<file path="config.mk">
export PLATFORM = sky130hd
export DESIGN_NAME = fetch_control
export DESIGN_NICKNAME = d
export VERILOG_FILES = /design/src/rtl/fetch_control.sv
export SDC_FILE = /design/constraint.sdc
export NUM_CORES = 1
export LEC_CHECK = 0
export BUFFER_PORTS_ARGS = -buffer_cell sky130_fd_sc_hd__buf_2
export CORE_MARGIN = 2
export CORE_UTILIZATION = 45
export DETAILED_ROUTE_END_ITERATION = 8
export MAX_ROUTING_LAYER = met4
export PLACE_DENSITY = 0.78
export SETUP_SLACK_MARGIN = 0.2
export SYNTH_ARGS = -nofsm -noshare
export SYNTH_HDL_FRONTEND = slang
export SYNTH_SLANG_ARGS = --single-unit
export TNS_END_PERCENT = 50
</file>
<file path="constraint.sdc">
create_clock -name clk -period 2.3 [get_ports clk]
set_input_delay 0.575 -clock clk [delete_from_list [all_inputs] [get_ports clk]]
set_output_delay 0.575 -clock clk [all_outputs]
set_load 0.005 [all_outputs]
</file>
<file path="src/rtl/fetch_control.sv">
// Instruction-fetch sequencer: owns the fetch PC, drives the instruction memory address,
// buffers returned words in a 2-entry FIFO and hands them to decode over valid/ready.
module fetch_control #(
    parameter int unsigned                  BITS        = 32,
    parameter int unsigned                  i_addr_bits = 6,
    parameter logic [i_addr_bits-1:0]       RESET_PC    = '0
) (
    input  logic                   clk,
    input  logic                   rst,
    input  logic                   start,
    input  logic                   halt,
    input  logic                   redirect_valid,
    input  logic [i_addr_bits-1:0] redirect_pc,
    output logic [i_addr_bits-3:0] imem_addr,
    input  logic [BITS-1:0]        imem_dout,
    output logic                   instr_valid,
    input  logic                   instr_ready,
    output logic [BITS-1:0]        instr,
    output logic [i_addr_bits-1:0] instr_pc,
    output logic                   running,
    output logic [1:0]             buf_count
);

    localparam int unsigned AW = i_addr_bits;
    localparam logic [AW-1:0] ALIGN_MASK = ~AW'(3);
    localparam logic [AW-1:0] START_PC   = RESET_PC & ALIGN_MASK;

    typedef enum logic [1:0] {S_IDLE, S_RUN, S_HALT} state_e;

    typedef struct packed {
        logic [BITS-1:0] word;
        logic [AW-1:0]   pc;
    } entry_t;

    state_e          state_q, state_d;
    logic [AW-1:0]   fetch_pc_q, fetch_pc_d;
    entry_t          ent0_q, ent0_d;
    entry_t          ent1_q, ent1_d;
    logic [1:0]      count_q, count_d;
    logic            pop, push;
    logic [1:0]      after_pop;
    entry_t          new_ent;

    // Shift FIFO: ent0 is the head and keeps the last-popped entry once the buffer drains.
    always_comb begin
        state_d    = state_q;
        fetch_pc_d = fetch_pc_q;
        ent0_d     = ent0_q;
        ent1_d     = ent1_q;
        pop        = (count_q != 2'd0) && instr_ready;
        after_pop  = count_q - 2'(pop);
        push       = (state_q == S_RUN) && !redirect_valid && !halt && (after_pop < 2'd2);
        new_ent    = '{word: imem_dout, pc: fetch_pc_q};
        count_d    = after_pop + 2'(push);

        if (pop && (count_q == 2'd2) && !redirect_valid) begin
            ent0_d = ent1_q;
        end
        if (push) begin
            if (after_pop == 2'd0) begin
                ent0_d = new_ent;
            end else begin
                ent1_d = new_ent;
            end
            fetch_pc_d = fetch_pc_q + AW'(4);
        end

        // Redirect outranks halt and start in every state and flushes the buffer.
        if (redirect_valid) begin
            state_d    = S_RUN;
            fetch_pc_d = redirect_pc & ALIGN_MASK;
            count_d    = 2'd0;
        end else begin
            case (state_q)
                S_IDLE: begin
                    if (start) begin
                        state_d    = S_RUN;
                        fetch_pc_d = START_PC;
                    end
                end
                S_RUN: begin
                    if (halt) begin
                        state_d = S_HALT;
                    end
                end
                S_HALT: begin
                    if (!halt && start) begin
                        state_d = S_RUN;
                    end
                end
                default: state_d = S_IDLE;
            endcase
        end
    end

    always_ff @(posedge clk) begin
        if (rst) begin
            state_q    <= S_IDLE;
            fetch_pc_q <= START_PC;
            ent0_q     <= '0;
            ent1_q     <= '0;
            count_q    <= 2'd0;
        end else begin
            state_q    <= state_d;
            fetch_pc_q <= fetch_pc_d;
            ent0_q     <= ent0_d;
            ent1_q     <= ent1_d;
            count_q    <= count_d;
        end
    end

    assign imem_addr   = fetch_pc_q[AW-1:2];
    assign instr_valid = (count_q != 2'd0);
    assign instr       = ent0_q.word;
    assign instr_pc    = ent0_q.pc;
    assign running     = (state_q == S_RUN);
    assign buf_count   = count_q;

endmodule

</file>
; ---- Word level (Yosys, flattened, before mapping)
; Cells that the tools add are included.
[word_totals]
ff_bits = 86
in_bits = 44
wordCells = 51
[op_classes]
addsub = 3
magnitude_cmp = 1
eq_ne = 9
muxes = 12
bitwise_logic = 1
n_reduce_logical = 16
[ops]
columns = operator, count
row1 = $mux 38, 3
row2 = $mux 6, 4
row3 = $ne 3x3->1 const B, 3
row4 = $logic_and 1x1->1, 7
row5 = $add 6x3->6 const B, 1
row6 = $mux 2, 3
row7 = $ne 2x2->1 const B, 3
row8 = $pmux 2 s3, 1
row9 = $reduce_and 3->1, 2
row10 = $eq 2x2->1 const B, 2
row11 = $logic_not 2->1, 2
row12 = $add 2x1->2, 1
row13 = $eq 2x1->1 const B, 1
row14 = $logic_not 1->1, 2
row15 = $lt 2x2->1 const B, 1
row16 = $reduce_and 2->1, 1
row17 = $reduce_bool 2->1, 1
row18 = $reduce_or 2->1, 1
row19 = $sub 2x1->2, 1
row20 = $mux 1, 1
row21 = $not 1->1, 1

; ---- Longest topological paths before layout
[logic_depth]
word_depth = 9
ltp_mapped = 9
mapped_depth_nobuf = 7

; ---- Worst setup path after synthesis
; Ideal clock, no wire load.
[synth_path]
path_kind = reg-to-reg
from = register count_q[1] (netlist: buf_count[1])
to = register ent0_q, in the netlist instr[19]
setup_ps = 86
arrival_time_ps = 2046
required_time_ps = 2214
slack_ps = 168
stages_incl_launch_ff = 10
path_buffers = 2
period_less_slack_ps = 2132
cell_sequence = dfxtp_1 > or2_2 > and2_1 > ha_1 > xnor2_1 > nand3_1 > clkbuf_1 > buf_2 > nor2_1 > a211oi_1
[synth_via]
elab_chain_len = 7
word_cells_on_any_way = 12
[synth_rtl]
columns = item, line
row1 = start: declaration, 39  ; logic [1:0] count_q, count_d;
row2 = start signal: assignment, 108  ; count_q <= count_d;
row3 = $reduce_bool 2->1 *, n/a
row4 = named net instr_valid, 16  ; output logic instr_valid,
row5 = $logic_and 1x1->1 *, 50  ; pop = (count_q != 2'd0) && instr_ready;
row6 = branches (longest 4 deep; another with $sub 2x1->2), n/a
row7 = $mux 38 *, 59  ; if (push) begin
row8 = end signal: assignment, 106  ; ent0_q <= ent0_d;
row9 = end: declaration, 37  ; entry_t ent0_q, ent0_d;
; Mark *: on every way through the listed nets, which the timed path passes.
; A chain may end at the register's enable or synchronous reset.

; ---- Final worst setup path
[layout_path]
from = register count_q[0] (netlist: buf_count[0])
to = register ent1_q[36] in the netlist's numbering
[layout_via]
elab_chain_len = 6
word_cells_on_any_way = 8
[layout_rtl]
columns = item, line
row1 = $reduce_bool 2->1, 50
row2 = $logic_and 1x1->1, 50
row3 = $sub 2x1->2 *, 51  ; after_pop = count_q - 2'(pop);
row4 = $lt 2x2->1 / $logic_not 2->1 (equally long branches), "52, 60"
row5 = $logic_and 1x1->1 / $not 1->1 (equally long branches), n/a
row6 = $reduce_and 2->1 (no source line) *, n/a
row7 = end signal: assignment, 107  ; ent1_q <= ent1_d;
row8 = end: declaration, 38  ; entry_t ent1_q, ent1_d;
; Every way passes the cells marked *; elsewhere a longest branch is shown, timed or not.

==> flow_metrics.tcl <==
set metrics [dict create \
    run_status "complete, no violations" \
    period_minus_slack_ps 2040 \
    io_buffers 87 \
    total_leakage_power_nw 1.64 \
    postSynthNetCount 442 \
    wire_length_of_the_first_global_routing_pass_mm 13.2 \
    worst_clock_skew_ps 9.89 \
    yosysWarnings 0 \
    yosys-top-cells-area "sky130_fd_sc_hd__dfxtp_1 48%, sky130_fd_sc_hd__mux2i_1 11%, sky130_fd_sc_hd__a211oi_1 8.6%" \
    routed_wire_length_per_instance_um 14.7 \
    setup.worst_path.start_class "register" \
    grt_overflow 0 \
    layout-area-overhead-vs-synth_pct 21.3 \
    critical_path_arrival_ps 2260 \
    residual_drc 0 \
    drt-initial-drc-count 91 \
    holdWs_ps 429 \
    timing_worst_setup_path_type "reg -> reg" \
    synth-edff-count 0 \
    tritoncts "done" \
    finalWirelength_mm 8.57 \
    ant_nets 0 \
    floorplan.initialDensity_pct 46.5 \
    clockBufferDepth 2 \
    num_vias 3056 \
    cts-buffers-inserted 9 \
    netlist_top_cells_count "86 x sky130_fd_sc_hd__dfxtp_1, 72 x sky130_fd_sc_hd__nand2_1, 41 x sky130_fd_sc_hd__a211oi_1" \
    post_synthesis_sequential_element_count 86 \
    maxSlewViolCount 0 \
    post-synth-top-area-fraction_pct 47.9 \
    power-per-cell-area_mw_per_mm2 631 \
    fin_crit_sh_pct 88.6 \
    chipHeight_um 93.4 \
    number_of_buffers_inserted_for_hold_repair_after_clock_tree_synthesis 0 \
    synth_ff_type "sky130_fd_sc_hd__dfxtp_1" \
    ctsRootBufferMaster "sky130_fd_sc_hd__clkbuf_8" \
    diodes 0 \
    yosysMostFrequentCell "sky130_fd_sc_hd__dfxtp_1" \
    max-vdd-ir-drop_mv 0.316 \
    min_delay_worst_type "in -> reg" \
    core.rowCount 32 \
    cts.sink_count 86 \
    clkLatencyLatePin_ps 340 \
    ctsHtreeMaxLevel 3 \
    hold_viol_final 0 \
    syn-mean-instance-area_um2 9.08 \
    worst_pin_slew_ps 478 \
    drv_cap 0 \
    first_global_vias 2768 \
    largest_fanout_on_the_critical_path 9 \
    critical_path.endpoint_type "register" \
    finish.net_count 521 \
    io_pins 90 \
    ys_seq_area_share_pct 47.9 \
    drive_gt1_share_pct 30.8 \
    dp.final_hpwl_mm 5.30 \
    antenna_found_initial 0 \
    tritonroute_pass_1_iters 4 \
    core_mm2 0.00773 \
    die_w_um 93.4 \
    final_setup_violating_endpoints 0 \
    fin_setup_tns_ps 0 \
    weighted_congestion_at_the_end_of_routability_driven_global_placement 0.689 \
    grt_start_max_net_pins 42 \
    worstPathRequired_ps 2520 \
    slew_headroom_pct 68.1 \
    floorplan.die_area_mm2 0.00872 \
    ys_types 34 \
    grt_setup_unrepaired "false" \
    synth.cell_area_mm2 0.00360 \
    synthCells 396 \
    synth_async_sr_flop_share_pct 0 \
    drt-vias-per-instance 5.25 \
    clock_transition_at_the_registers_of_the_reported_paths_ps 90 \
    yosysTopAreaCell "sky130_fd_sc_hd__dfxtp_1" \
    maximum_clock_frequency_mhz 491 \
    grt_util_all_layers_pct 19.5 \
]
-- critical path, stage by stage, from the launching register on --
cell,delay (ps)
sky130_fd_sc_hd__dfxtp_1,340
sky130_fd_sc_hd__or2_2,300
sky130_fd_sc_hd__and2_1,170
sky130_fd_sc_hd__ha_2,220
sky130_fd_sc_hd__xor2_4,230
sky130_fd_sc_hd__or3_4,500
sky130_fd_sc_hd__nand2_2,110
sky130_fd_sc_hd__a21oi_2,50
-- sequential cells by signal, summed over array words and instances (netlist names), named ones only --
register,count
ent1_q,38
fetch_pc_q,4
instr_pc,6
buf_count,2
instr,32
state_q,2
-- path summary, 6_finish.rpt --
kind                        from       endpoint  slack (ps)  depth (start not counted)
setup / recovery    buf_count[0]     ent1_q[36]         260                          7
hold / removal    redirect_pc[2]  fetch_pc_q[2]         430                          3
setup reg to reg    buf_count[0]     ent1_q[36]         260                          7
hold reg to reg       ent1_q[11]     ent1_q[11]         460                          2
-- layer usage --
layer	up-vias	part of all wire, %	routed length [um]	global-route usage [%]
met5	-	0	0	-
met4	0	0.64	55	6.13
met3	6	4.5	387	4.03
met2	70	49	4160	30.8
met1	1447	46	3970	25.3
li1	1533	-	-	-
-- logic make-up (layout without fill, tap and decap cells) --
kind of cell,count (synthesis),after routing,synth area share (%)
AND/OR/NAND/NOR,142,146,17.6
AO/OA/AOI/OAI,86,86,16.2
flip-flops,86,86,47.9
multiplexers,39,39,10.9
buffers and inverters,36,116,5.50
XOR/XNOR,5,5,1.22
adder cells (fa/ha/maj),2,2,0.696
-- power by group --
part	switching, mW	internal, mW
logic	0.132	0.113
registers	0.0281	1.53
clock network	0.526	0.423
total	0.686	2.07
-- area by class of cell --
| type | count | area [um^2] |
|---|---|---|
| Sequential cell | 86 | 1720 |
| Multi-Input combinational cell | 278 | 1760 |
| Fill cell | 698 | 3370 |
| Clock buffer | 11 | 141 |
| Tap cell | 102 | 128 |
| Clock inverter | 5 | 35.0 |
| Inverter | 2 | 7.51 |
| Timing Repair Buffer | 98 | 566 |
-- through the flow --
| stage | cell area (um^2) | std cells | total power, mW | worst slack [ps] | utilization (%) |
|---|---|---|---|---|---|
| floorplan | 3600 | 396 | 1.72 | 205 | - |
| global placement | 4090 | 562 | 1.82 | 67.2 | 52.9 |
| detailed placement | 4090 | 562 | 1.83 | 17.7 | 52.9 |
| CTS | 4280 | 579 | 2.77 | 191 | 55.4 |
| global route | 4360 | 582 | 2.86 | 203 | 56.4 |
| finish | 4360 | 582 | 2.75 | 263 | 56.4 |
-- timing repair --
item                       in CTS  in global routing
gates resized for setup         2                 12
gates cloned                    1                  3
pin swaps                       2                  3
setup buffers                   0                  0
setup endpoints to repair      39                 77
-- layout by cell type (no fill, tap or decap), types with 2 or more instances in the layout --
master	Yosys	layout
sky130_fd_sc_hd__mux2i_1	39	39
sky130_fd_sc_hd__clkinv_2	0	2
sky130_fd_sc_hd__a21oi_1	28	28
sky130_fd_sc_hd__buf_2	11	87
sky130_fd_sc_hd__clkinv_4	0	2
sky130_fd_sc_hd__a211oi_1	41	41
sky130_fd_sc_hd__and2_1	3	3
sky130_fd_sc_hd__dfxtp_1	86	86
sky130_fd_sc_hd__nand2_1	72	72
sky130_fd_sc_hd__nand2_2	10	10
sky130_fd_sc_hd__nor3_1	4	4
sky130_fd_sc_hd__buf_12	0	2
sky130_fd_sc_hd__nand3_1	3	2
sky130_fd_sc_hd__o21ai_0	3	3
sky130_fd_sc_hd__buf_6	2	2
sky130_fd_sc_hd__a21oi_2	10	10
sky130_fd_sc_hd__or3_4	1	5
sky130_fd_sc_hd__buf_8	1	2
sky130_fd_sc_hd__nor2_1	40	40
sky130_fd_sc_hd__nor2b_1	2	2
sky130_fd_sc_hd__xor2_1	3	2
sky130_fd_sc_hd__clkbuf_8	0	10
sky130_fd_sc_hd__inv_1	2	2
sky130_fd_sc_hd__buf_4	6	5
Note: power is estimated with default switching activity, not from simulation.
